`src/rtl/study_judge_pkg.sv`:
```
// Shared types and constants for the study-mode judge.
// Field widths, grade codes, FSM states and saturating helpers.
package study_judge_pkg;

  localparam int OCT_W      = 2;
  localparam int NOTE_W     = 3;
  localparam int LEN_W      = 3;
  localparam int SCORE_W    = 10;
  localparam int STREAK_W   = 7;
  localparam int SCORE_MAX  = 999;
  localparam int STREAK_MAX = 99;

  localparam logic [NOTE_W-1:0] NOTE_REST = '0;

  typedef enum logic [1:0] {
    GR_NONE    = 2'd0,
    GR_MISS    = 2'd1,
    GR_GOOD    = 2'd2,
    GR_PERFECT = 2'd3
  } grade_e;

  typedef enum logic [2:0] {
    S_IDLE,
    S_LOAD,
    S_WAIT,
    S_NEXT,
    S_DONE
  } state_e;

  typedef struct packed {
    logic [OCT_W-1:0]  octave;
    logic [NOTE_W-1:0] note;
    logic [LEN_W-1:0]  length;
  } note_t;

  function automatic int ms_ticks(input int clk_hz);
    return (clk_hz / 1000 > 0) ? clk_hz / 1000 : 1;
  endfunction

  function automatic grade_e judge(input note_t goal,
                                   input note_t play);
    if (goal == play)
      return GR_PERFECT;
    if (goal.octave == play.octave && goal.note == play.note)
      return GR_GOOD;
    return GR_MISS;
  endfunction

  function automatic logic [SCORE_W-1:0] score_add(
    input logic [SCORE_W-1:0] s,
    input logic [1:0]         inc
  );
    logic [SCORE_W:0] t;
    t = {1'b0, s} + (SCORE_W+1)'(inc);
    if (t > (SCORE_W+1)'(SCORE_MAX))
      return SCORE_W'(SCORE_MAX);
    return t[SCORE_W-1:0];
  endfunction

  function automatic logic [STREAK_W-1:0] streak_inc(
    input logic [STREAK_W-1:0] s
  );
    if (s >= STREAK_W'(STREAK_MAX))
      return STREAK_W'(STREAK_MAX);
    return s + STREAK_W'(1);
  endfunction

endpackage

```
`src/rtl/study_judge_timer.sv`:
```
// Per-goal timeout: millisecond prescaler feeding a ms counter.
// expired pulses for one cycle when TIMEOUT_MS ms have run out.
module judge_timer #(
  parameter int MS_TICKS   = 100000,
  parameter int TIMEOUT_MS = 3000
) (
  input  logic clk,
  input  logic rst_n,
  input  logic restart,
  input  logic run,
  output logic expired
);

  localparam int PW = $clog2(MS_TICKS + 1);
  localparam int MW = $clog2(TIMEOUT_MS + 1);

  logic [PW-1:0] pre_q, pre_d;
  logic [MW-1:0] ms_q, ms_d;
  logic          tick;

  assign tick = (pre_q == PW'(MS_TICKS - 1));

  always_comb begin
    pre_d   = pre_q;
    ms_d    = ms_q;
    expired = 1'b0;
    if (restart) begin
      pre_d = '0;
      ms_d  = '0;
    end else if (run) begin
      if (tick) begin
        pre_d = '0;
        if (ms_q == MW'(TIMEOUT_MS - 1)) begin
          expired = 1'b1;
          ms_d    = '0;
        end else begin
          ms_d = ms_q + MW'(1);
        end
      end else begin
        pre_d = pre_q + PW'(1);
      end
    end
  end

  always_ff @(posedge clk or negedge rst_n) begin
    if (!rst_n) begin
      pre_q <= '0;
      ms_q  <= '0;
    end else begin
      pre_q <= pre_d;
      ms_q  <= ms_d;
    end
  end

endmodule

```
`src/rtl/study_judge.sv`:
```
// Study-mode judge: grades struck notes against the song track,
// steps the song index and keeps score and streak for the display.
module study_judge
  import study_judge_pkg::*;
#(
  parameter int CNT_W      = 6,
  parameter int CLK_HZ     = 100_000_000,
  parameter int TIMEOUT_MS = 3000,
  parameter int RETRY_MAX  = 3
) (
  input  logic                clk,
  input  logic                rst_n,
  input  logic                en,
  input  logic                start,
  input  logic [CNT_W-1:0]    track_len,
  input  logic [OCT_W-1:0]    goal_octave,
  input  logic [NOTE_W-1:0]   goal_note,
  input  logic [LEN_W-1:0]    goal_length,
  input  logic                play_valid,
  input  logic [OCT_W-1:0]    play_octave,
  input  logic [NOTE_W-1:0]   play_note,
  input  logic [LEN_W-1:0]    play_length,
  output logic [CNT_W-1:0]    note_idx,
  output logic                advance,
  output logic [1:0]          grade,
  output logic [SCORE_W-1:0]  score,
  output logic [STREAK_W-1:0] streak,
  output logic                busy,
  output logic                done
);

  localparam int RW       = $clog2(RETRY_MAX + 1);
  localparam int MS_TICKS = ms_ticks(CLK_HZ);

  state_e               state_q, state_d;
  logic [CNT_W-1:0]     idx_q, idx_d, idx_inc;
  note_t                goal_q, goal_d, play;
  logic [RW-1:0]        retry_q, retry_d, retry_inc;
  grade_e               grade_q, grade_d, verdict;
  logic [SCORE_W-1:0]   score_q, score_d;
  logic [STREAK_W-1:0]  streak_q, streak_d;
  logic                 adv_q, adv_d;
  logic                 busy_q, busy_d;
  logic                 done_q, done_d;
  logic                 tmr_restart, tmr_run, expired;

  assign play    = '{play_octave, play_note, play_length};
  assign verdict = judge(goal_q, play);

  // The timer only runs in WAIT; any strike restarts it, so a strike
  // on the expiry edge always beats the timeout.
  assign tmr_run     = (state_q == S_WAIT);
  assign tmr_restart = !en || start || !tmr_run || play_valid;

  judge_timer #(
    .MS_TICKS   (MS_TICKS),
    .TIMEOUT_MS (TIMEOUT_MS)
  ) u_timer (
    .clk     (clk),
    .rst_n   (rst_n),
    .restart (tmr_restart),
    .run     (tmr_run),
    .expired (expired)
  );

  always_comb begin
    state_d   = state_q;
    idx_d     = idx_q;
    goal_d    = goal_q;
    retry_d   = retry_q;
    grade_d   = grade_q;
    score_d   = score_q;
    streak_d  = streak_q;
    idx_inc   = idx_q + CNT_W'(1);
    retry_inc = retry_q + RW'(1);

    if (!en) begin
      state_d  = S_IDLE;
      idx_d    = '0;
      goal_d   = '0;
      retry_d  = '0;
      grade_d  = GR_NONE;
      score_d  = '0;
      streak_d = '0;
    end else if (start) begin
      state_d  = (track_len == '0) ? S_DONE : S_LOAD;
      idx_d    = '0;
      retry_d  = '0;
      grade_d  = GR_NONE;
      score_d  = '0;
      streak_d = '0;
    end else begin
      unique case (state_q)
        S_LOAD: begin
          goal_d  = '{goal_octave, goal_note, goal_length};
          retry_d = '0;
          state_d = (goal_note == NOTE_REST) ? S_NEXT : S_WAIT;
        end
        S_WAIT: begin
          if (play_valid) begin
            grade_d = verdict;
            case (verdict)
              GR_PERFECT: begin
                score_d  = score_add(score_q, 2'd3);
                streak_d = streak_inc(streak_q);
                state_d  = S_NEXT;
              end
              GR_GOOD: begin
                score_d  = score_add(score_q, 2'd1);
                streak_d = streak_inc(streak_q);
                state_d  = S_NEXT;
              end
              default: begin
                streak_d = '0;
                retry_d  = retry_inc;
                if (retry_inc == RW'(RETRY_MAX))
                  state_d = S_NEXT;
              end
            endcase
          end else if (expired) begin
            grade_d  = GR_MISS;
            streak_d = '0;
            state_d  = S_NEXT;
          end
        end
        S_NEXT: begin
          if (idx_inc == track_len) begin
            state_d = S_DONE;
          end else begin
            idx_d   = idx_inc;
            state_d = S_LOAD;
          end
        end
        default: ;
      endcase
    end

    adv_d  = (state_d == S_NEXT);
    busy_d = (state_d == S_LOAD) || (state_d == S_WAIT) ||
             (state_d == S_NEXT);
    done_d = (state_d == S_DONE);
  end

  always_ff @(posedge clk or negedge rst_n) begin
    if (!rst_n) begin
      state_q  <= S_IDLE;
      idx_q    <= '0;
      goal_q   <= '0;
      retry_q  <= '0;
      grade_q  <= GR_NONE;
      score_q  <= '0;
      streak_q <= '0;
      adv_q    <= 1'b0;
      busy_q   <= 1'b0;
      done_q   <= 1'b0;
    end else begin
      state_q  <= state_d;
      idx_q    <= idx_d;
      goal_q   <= goal_d;
      retry_q  <= retry_d;
      grade_q  <= grade_d;
      score_q  <= score_d;
      streak_q <= streak_d;
      adv_q    <= adv_d;
      busy_q   <= busy_d;
      done_q   <= done_d;
    end
  end

  assign note_idx = idx_q;
  assign advance  = adv_q;
  assign grade    = grade_q;
  assign score    = score_q;
  assign streak   = streak_q;
  assign busy     = busy_q;
  assign done     = done_q;

endmodule

```
`config.mk`:
```
export PLATFORM = sky130hd
export DESIGN_NAME = study_judge
export DESIGN_NICKNAME = d
export VERILOG_FILES = /design/src/rtl/study_judge_pkg.sv /design/src/rtl/study_judge_timer.sv /design/src/rtl/study_judge.sv
export SDC_FILE = /design/constraint.sdc
export NUM_CORES = 1
export LEC_CHECK = 0
export ABC_AREA = 1
export BUFFER_PORTS_ARGS = -buffer_cell sky130_fd_sc_hd__buf_4
export CAP_MARGIN = 20
export CORE_ASPECT_RATIO = 1.75
export CORE_MARGIN = 2
export CORE_UTILIZATION = 51
export CTS_BUF_LIST = sky130_fd_sc_hd__clkbuf_8
export DETAILED_ROUTE_END_ITERATION = 10
export GPL_ROUTABILITY_DRIVEN = 0
export PLACE_DENSITY = 0.72
export SLEW_MARGIN = 20
export SYNTH_ARGS = -nofsm -noshare
export SYNTH_HDL_FRONTEND = slang
export SYNTH_SLANG_ARGS = --single-unit
```
`constraint.sdc`:
```
create_clock -name clk -period 3.77 [get_ports clk]
set_clock_uncertainty 0.2 [all_clocks]
set_input_delay 0.5655 -clock clk [delete_from_list [all_inputs] [get_ports clk]]
set_output_delay 0.5655 -clock clk [all_outputs]
set_load 0.03 [all_outputs]
```
# Word-level counts from Yosys, hierarchy flattened
# Index checks and enable logic that the tools add are counted.
[word_totals]
ff_bits = 70
output_inout_bits = 28
inputBits = 27
wordCells = 156
[classes]
n_eq_ne = 27
n_lt_le_gt_ge = 3
n_addsub = 7
muxes = 86
n_reduce_logical = 19
[op_table]
columns = ["cell", "count"]
rows = [
  ["$mux W10", 8],
  ["$mux W7", 8],
  ["$mux W17", 3],
  ["$mux W12", 4],
  ["$mux W1", 31],
  ["$mux W2", 13],
  ["$mux W3", 8],
  ["$mux W6", 4],
  ["$mux W8", 3],
  ["$gt A11 B10 Y1 const B", 2],
  ["$pmux W10 S2", 1],
  ["$add A17 B1 Y17 const B", 1],
  ["$eq A17 B17 Y1 const B", 1],
  ["$pmux W7 S2", 1],
  ["$add A12 B1 Y12 const B", 1],
  ["$eq A12 B12 Y1 const B", 1],
  ["$eq A3 B2 Y1 const B", 4],
  ["$ne A4 B1 Y1 const B", 3],
  ["$add A10 B1 Y11 const B", 1],
  ["$add A10 B2 Y11 const B", 1],
  ["$ne A3 B1 Y1 const B", 3],
  ["$pmux W3 S3", 1],
  ["$eq A8 B8 Y1", 1],
  ["$ne A4 B4 Y1 const B", 2],
  ["23 further kinds", 36],
]

# Longest topological paths before layout
# Gate-level depths: netlist of the first run.
[depth]
depth_word = 18
ltp_mapped = 15
mapped_depth_nobuf = 15

# Modules after synthesis
# Synthesis of the first run repeated with hierarchy kept, for this count alone.
[unflattened]
hier_cells = 714
hier_area_um2 = 4870.9
[by_module_without_submodules]
columns = ["module", "cells_each", "seq_area_each_um2", "area_per_inst_um2", "instances"]
rows = [
  ["study_judge", 435, 1026.0, 2994.1, 1],
  ["judge_timer", 279, 725.7, 1876.8, 1],
]

# Worst setup path after synthesis of the first run
# Ideal clock, no wire load.
[synth_timing]
path_kind = "register to register"
from = "register score_q[0], in the netlist score[0]"
to = "register score_q[3], in the netlist score[3]"
path_buffers = 1
path_stages_with_launch = 14
setup_time_ns = 0.117
synth_period_minus_slack_ns = 2.323
setup_slack_ns = 1.447
required_ns = 3.453
arrival_ns = 2.006
cell_sequence = "dfrtp_1 > buf_2 > inv_1 > ha_1 > nor2_1 > nand2_1 > xor2_1 > nand3_1 > nor2_1 > nand3_2 > nand2_1 > nand2_1 > nand3_1 > nand2_1"
[synth_via]
elab_chain_len = 14
elab_cells_between_ends = 23
classes_between = "add/sub: 2; order compare: 2; mux: 19"
[synth_rtl]
columns = ["element", "line_no", "text"]
rows = [
  ["start, declared", "study_judge.sv:40", "logic [SCORE_W-1:0] score_q, score_d;"],
  ["start signal, assigned", "study_judge.sv:162", "score_q <= score_d;"],
  ["$add A10 B1 Y11 or $add A10 B2 Y11 (tied branches)", "study_judge_pkg.sv:54", "t = {1'b0, s} + (SCORE_W+1)'(inc);"],
  ["$gt A11 B10 Y1", "study_judge_pkg.sv:55", "if (t > (SCORE_W+1)'(SCORE_MAX))"],
  ["$mux W1", "study_judge_pkg.sv:55", ""],
  ["$mux W1", "study_judge.sv:102", "case (verdict)"],
  ["$mux W1", "study_judge.sv:100", "if (play_valid) begin"],
  ["$mux W1", "study_judge.sv:93", "unique case (state_q)"],
  ["$mux W1", "study_judge.sv:85", "end else if (start) begin"],
  ["$mux W1", "study_judge.sv:77", "if (!en) begin"],
  ["$mux W10", "study_judge_pkg.sv:57", "return t[SCORE_W-1:0];"],
  ["$pmux W10 S2 *", "study_judge.sv:102", ""],
  ["$mux W10 *", "study_judge.sv:100", ""],
  ["$mux W10 *", "study_judge.sv:93", ""],
  ["$mux W10 *", "study_judge.sv:85", ""],
  ["$mux W10 *", "study_judge.sv:77", ""],
]
# Every way passes the cells marked *; elsewhere a longest branch is shown, timed or not. The select of a mux whose other input is x is not followed.
# A chain may end at the register's enable or synchronous reset.

# Worst setup path after layout of the first run
[layout_timing]
from = "register idx_q[0], in the netlist note_idx[0]"
to = "register done_q, in the netlist done"
[layout_via]
elab_chain_len = 7
[layout_rtl]
columns = ["element", "line_no", "text"]
rows = [
  ["start, declared", "study_judge.sv:36", "logic [CNT_W-1:0] idx_q, idx_d, idx_inc;"],
  ["start signal, assigned", "study_judge.sv:158", "idx_q <= idx_d;"],
  ["$add A6 B1 Y6", "study_judge.sv:74", "idx_inc = idx_q + CNT_W'(1);"],
  ["$eq A6 B6 Y1", "study_judge.sv:127", "if (idx_inc == track_len) begin"],
  ["$mux W3", "study_judge.sv:127", ""],
  ["$pmux W3 S3", "study_judge.sv:93", ""],
  ["$mux W3", "study_judge.sv:85", ""],
  ["$mux W3", "study_judge.sv:77", ""],
  ["$eq A3 B3 Y1", "study_judge.sv:141", "done_d = (state_d == S_DONE);"],
  ["net done_d", "study_judge.sv:44", "logic done_q, done_d;"],
  ["end signal, assigned", "study_judge.sv:166", "done_q <= done_d;"],
  ["end, declared", "study_judge.sv:44", ""],
]
# The timed path passes the listed nets, and every way through them passes these cells.

==> metrics.yaml, run 1 <==
status:
  status: "finished, final reports clean"
synthesis:
  synth_compound_area_share_pct: 11.24
  netlist_instances: 582
  ys_types: 48
  synthesis.area_um2: 4375
  synth-seq-cells: 70
  syn_nets: 618
  syn_avg_cell_area_um2: 7.518
  yosysWarnings: 0
  yosys.area_share.adder_pct: 2.574
  yosysSeqAreaShare_pct: 40.03
  synth_simple_gate_area_share_pct: 33.40
  synth_top_family_by_area: "simple AND/OR/NAND/NOR gates"
  synth_xor_area_share_pct: 4.804
  synth.area.mux_share_pct: 0
final_layout:
  layout_commonest_cell: "nand2_1"
  syn_to_final_growth_pct: 16.79
  fill_cells: 779
  most-common-layout-cells: "nand2_1 (135), inv_1 (70), dfrtp_1 (70)"
  diodes: 0
  fin_cells: 758
  finish.net_count: 674
  utilization_pct: 61.47
  drive_gt1_share_pct: 16.95
timing:
  rsz0062_at_grt: "false"
  finalSetupViolCount: 0
  worstMarginPinSlew_ps: 876.2
  hold_viol_final: 0
  min_period_over_period_pct: 66.82
  max_freq_mhz: 397.0
  drv_slew: 0
  fin_crit_ps: 2519
  slew_headroom_pct: 41.59
  finalSetupTns_ps: 0
floorplanning:
  die_y_um: 126.5
  core_area_um2: 8313
  start_util_pct: 52.63
  die-area_um2: 9365
  placement_rows: 44
  num_io_pins: 55
  die_x_um: 74.02
clock_tree:
  clk_latency_ps: 350
  cts_tree: "built"
  ctsHoldBuffers: 0
  clk_pin_slew_ps: 80
  root_buffer: "clkbuf_8"
  clock-sinks: 70
  cts_setup_buffers: 0
  numCtsBuffers: 9
  h-tree-depth: 3
  clock_path_buffers: 2
  ctsResizeCount: 0
critical_path:
  critPathSlowestCell: "dfrtp_1"
  slowest_delay_ps: 470
  worst_path_most_repeated_cell: "nand2_1"
  crit_type: "flip-flop to flip-flop"
  required_ps: 3850
  critPathLaunchType: "flip-flop"
  path_cells: "ha_1 > xnor2_1 > nand2_1 > nor2_1 > nand3_1 > o21ai_2 > nand2_1 > nand2_1 > nand2_1 > nand2_1 > nand2_1 > nor2_1"
  crit_path_max_fanout: 11
  worstPathArrival_ps: 2600
  worstSetupEndpointType: "flip-flop"
power:
  pwr-share-seq_pct: 48.2
  p_per_area_nw_per_um2: 310.7
  clkPwrFrac_pct: 44.5
  combPwrFrac_pct: 7.3
  switchingPower_mw: 0.3635
  intPower_mw: 1.224
  swShare_pct: 22.89
  power.leakage_nw: 2.311
  peakVddDrop_mv: 0.2055
job:
  drv_cap: 0
routing:
  avgRoutedWirePerCell_um: 13.77
  final_antenna_net_count: 0
  viasPerCell: 5.387
  wirelength_um: 10440
  vias: 4083
  drt_iter0_drc: 247
  drc: 0
  drt_pass1_iterations: 5
global_route:
  overflow: 0
  grt.total_usage_pct: 23.92
  grt_max_degree: 71
  grt_pass1_wl_um: 17860
  grt_pass1_vias: 4197
  grt_antenna_before_repair: 0
worst_hold_path:
  hold_path.class: "input port to async pin"
placed_design:
  dp_cells: 742
  hpwl_um: 7837
  portBuffers: 54
sequential cells by signal, indices dropped and copies added, names as in the netlist:
name,cells
busy,1
note_idx,6
u_timer.ms_q,12
advance,1
u_timer.pre_q,17
done,1
goal_q,8
grade,2
score,10
retry_q,2
state_q,3
streak,7
worst max-delay path, delay by kind of cell, from the launching register on:
family          cells  cell delay [ps]
simple gates        9              830
fa+ha+maj           1              360
compound gates      1              430
xor+xnor            1              160
flops               1              470
cell type report:
type,count,area [um^2],area share (%)
clock buffer,12,165.2,3.232
tap,115,143.9,2.816
multi-input combinational,425,2276,44.54
clock inverter,4,68.82,1.347
inverter,77,291.5,5.705
sequential,70,1752,34.28
timing repair buffer,55,412.9,8.080
per-layer routing:
layer	track usage, %	vias to the layer above	share of wire [%]
met5	0	-	0
met1	27.00	1904	39
li1	-	2023	-
met4	11.87	0	3.0
met3	4.051	32	4.4
met2	42.02	124	54
final timing paths:
kind	startpoint	to	slack [ps]	depth (start not counted)
hold reg to reg	u_timer.pre_q[0]	u_timer.pre_q[0]	270	1
setup reg to reg	note_idx[0]	done	1250	12
setup / recovery	note_idx[0]	done	1250	12
min in group clk	goal_octave[1]	goal_q[7]	240	3
hold / removal	rst_n	u_timer.pre_q[10]	110	1
max in group asynchronous	rst_n	note_idx[4]	2670	1
power by group through the flow:
stage | clock network (mW) | logic [mW] | registers [mW]
2_1_floorplan | 0 | 0.0537 | 0.783
3_3_place_gp | 0 | 0.115 | 0.779
3_5_place_dp | 0 | 0.117 | 0.779
4_1_cts | 0.720 | 0.118 | 0.765
5_1_grt | 0.752 | 0.132 | 0.765
6_report | 0.707 | 0.116 | 0.765
cell usage after synthesis (all sizes together):
| master | count | area, um^2 |
|---|---|---|
| a211oi | 2 | 20.02 |
| a21oi | 30 | 161.4 |
| a221oi | 1 | 15.01 |
| a31oi | 1 | 6.260 |
| and3 | 1 | 6.260 |
| buf | 6 | 38.79 |
| clkbuf | 4 | 17.52 |
| clkinv | 2 | 7.510 |
| dfrtp | 70 | 1752 |
| ha | 9 | 112.6 |
| inv | 75 | 284.0 |
| nand2 | 139 | 536.8 |
| nand3 | 55 | 305.3 |
| nand3b | 4 | 30.03 |
| nand4 | 12 | 81.33 |
| nor2 | 69 | 325.3 |
| nor3 | 22 | 120.1 |
| nor3b | 1 | 12.51 |
| nor4 | 4 | 25.02 |
| o211ai | 1 | 7.510 |
| o21a | 3 | 22.52 |
| o21ai | 28 | 143.9 |
| o21bai | 2 | 15.01 |
| o221ai | 1 | 8.760 |
| o22ai | 6 | 37.54 |
| o31ai | 6 | 45.04 |
| o41ai | 1 | 8.760 |
| or2 | 3 | 18.77 |
| xnor2 | 7 | 61.31 |
| xor2 | 17 | 148.9 |
through the flow:
step	worst slack (ps)	total power [mW]	area (um^2)	hold WS, ps
after floorplan	1447	0.8368	4375	69.91
after global placement	1298	0.8944	4876	245.1
after detailed placement	1240	0.8967	4876	260.7
after CTS	1242	1.603	5110	163.9
after global routing	992.0	1.650	5110	194.8
final	1251	1.588	5110	114.7
cell families (layout without fill, tap and decap cells):
logic type / count (synthesis) / in the layout
AOI/OAI and AO/OA: 82 / 82
xor gates and xnor gates: 24 / 24
adders and majority gates: 9 / 9
buffers and inverters: 87 / 148
DFF: 70 / 70
and+or+nand+nor: 310 / 310
Note: power is estimated with default switching activity, not from simulation.
==> run 2: changes to the inputs <==
==> constraint.sdc (replaced) <==
create_clock -name clk -period 2.4 [get_ports clk]
set_clock_uncertainty 0.2 [all_clocks]
set_input_delay 0.36 -clock clk [delete_from_list [all_inputs] [get_ports clk]]
set_output_delay 0.36 -clock clk [all_outputs]
set_load 0.03 [all_outputs]
==> run 2 against run 1 <==
Routed wire length grew 1.9%. Register-to-register slack worse by 1100 ps. Hold slack worse by 67 ps. Clock-buffer cell count unchanged. Non-clock buffer count rose by 11. Flip-flop and latch count unchanged. Final area increased by 2.3%. Critical endpoint is now score[4]. Highest routed layer unchanged.
==> metrics.yaml, run 2 (synthesis results as in run 1) <==
status:
  status: "finished, final reports clean"
floorplanning:
  die-area_um2: 9365  # unchanged
  die_x_um: 74.02  # unchanged
  placement_rows: 44  # unchanged
  num_io_pins: 55  # unchanged
  core_area_um2: 8313  # unchanged
  die_y_um: 126.5  # unchanged
  start_util_pct: 52.63  # unchanged
global_route:
  grt_antenna_before_repair: 0  # unchanged
  overflow: 0  # unchanged
  grt_max_degree: 44  # -38%
  grt_pass1_vias: 4119  # -1.9%
  grt.total_usage_pct: 23.97  # +0.045 points
  grt_pass1_wl_um: 17670  # -1.1%
final_layout:
  diodes: 0  # unchanged
  syn_to_final_growth_pct: 19.47
  utilization_pct: 62.88  # +1.4 points
  fin_cells: 769  # +1.5%
  regMostFlops: "u_timer.pre_q"
  most-common-layout-cells: "nand2_1 (134), inv_1 (70), dfrtp_1 (68)"
  fill_cells: 746  # -4.2%
  layout_commonest_cell: "nand2_1"
  largest_register_ff_count: 17  # unchanged
  finish.net_count: 685  # +1.6%
  final_area_um2: 5228  # +2.3%
  drive_gt1_share_pct: 19.11  # +2.2 points
power:
  p_per_area_nw_per_um2: 477.5  # +54%
  peakVddDrop_mv: 0.4854  # +140%
  power.leakage_nw: 2.364  # +2.3%
  p_total_mw: 2.496  # +57%
placed_design:
  portBuffers: 54  # unchanged
  hpwl_um: 8222  # +4.9%
  place_area_um2: 4964  # +1.8%
  dp_cells: 752  # +1.3%
  place_ws_ps: 133.2  # -1107 ps
timing:
  slew_headroom_pct: 63.60  # +22 points
  finalSetupTns_ps: 0  # unchanged
  hold_viol_final: 0  # unchanged
  worst_slack_ps: 198.7  # -1052 ps
  rsz0062_at_grt: "false"
  fin_crit_ps: 2201  # -317.7 ps
  holdWs_ps: 47.30  # -67.39 ps
  min_period_over_period_pct: 91.72  # +25 points
  max_freq_mhz: 454.3  # +14%
  worstMarginPinSlew_ps: 546.0  # -330.2 ps
  finalSetupViolCount: 0  # unchanged
  drv_slew: 0  # unchanged
clock_tree:
  cts_tree: "built"
  numCtsBuffers: 9  # unchanged
  clk_latency_ps: 350  # about the same
  root_buffer: "clkbuf_8"
  clock_path_buffers: 2  # unchanged
  h-tree-depth: 3  # unchanged
  cts_setup_buffers: 0  # unchanged
  clock-sinks: 70  # unchanged
  clk_pin_slew_ps: 70  # about the same
critical_path:
  crit_path_max_fanout: 6  # -5
  worstSetupEndpointType: "flip-flop"
  crit_type: "flip-flop to flip-flop"
  critPathLaunchType: "flip-flop"
  worstPathArrival_ps: 2240  # -360 ps
  required_ps: 2440  # -1410 ps
routing:
  avgRoutedWirePerCell_um: 13.83  # +0.45%
  vias: 4139  # +1.4%
  drt_iter0_drc: 271  # +9.7%
  viasPerCell: 5.382  # about the same
  final_antenna_net_count: 0  # unchanged
  drc: 0  # unchanged
  drt_pass1_iterations: 5  # unchanged
  wirelength_um: 10630  # +1.9%
worst_hold_path:
  hold_path.class: "input port to flip-flop"
job:
  drv_cap: 0  # unchanged
==> run 2: cell types whose count changed in the layout (fill, tap and decap cells not counted), sizes merged <==
cell         delta
dlygate4sd3     +1
buf            +10
==> run 2: routing by layer <==
metal | GRT usage (%) | share of wire [%] | routed length, um
met5 | 0 | 0 | 0
met4 | 13.26 | 3.7 | 389
met3 | 4.845 | 4.0 | 421
met2 | 41.65 | 54 | 5718
met1 | 26.31 | 39 | 4104
==> run 2: layout make-up <==
type	count	area, um^2	share of cell area, %
inverter	77	294.0	5.625
timing repair buffer	66	510.5	9.765
sequential	70	1754	33.56
clock inverter	4	68.82	1.316
clock buffer	12	165.2	3.159
tap	115	143.9	2.753
multi-input combinational	425	2291	43.82
==> run 2: power breakdown <==
group          leakage [nW]  switching [mW]  internal, mW  total, mW
Combinational          1.27           0.118        0.0747      0.193
Sequential            0.969         0.00951          1.19       1.20
Clock                 0.124           0.437         0.665       1.10
==> run 2: what timing repair did <==
action,in CTS,in global routing
endpoints found under the setup margin,0,6
hold endpoints to repair,42,0
hold buffers,1,0
resized for setup,0,8
==> run 2: worst max-delay path, stage by stage, from the launching register on <==
cell and delay [ps]:
dfrtp_2 410, inv_1 80, ha_1 260, nor2_2 180
nand2_1 80, xor2_1 180, nand3_1 120, nor2_1 140
nand3_2 150, nand2_1 100, nand2_1 70, nand3_1 80
nand2_1 50
==> run 2: final timing paths <==
kind	to	start	slack (ps)	cells past startpoint
worst max-delay path	score[4]	score[0]	200	12
worst min-delay path	goal_q[0]	goal_length[0]	50	3
worst max register to register	score[4]	score[0]	200	12
worst min register to register	u_timer.pre_q[0]	u_timer.pre_q[0]	270	1
max in group asynchronous	score[1]	rst_n	1090	3
min in group asynchronous	goal_q[7]	rst_n	350	2
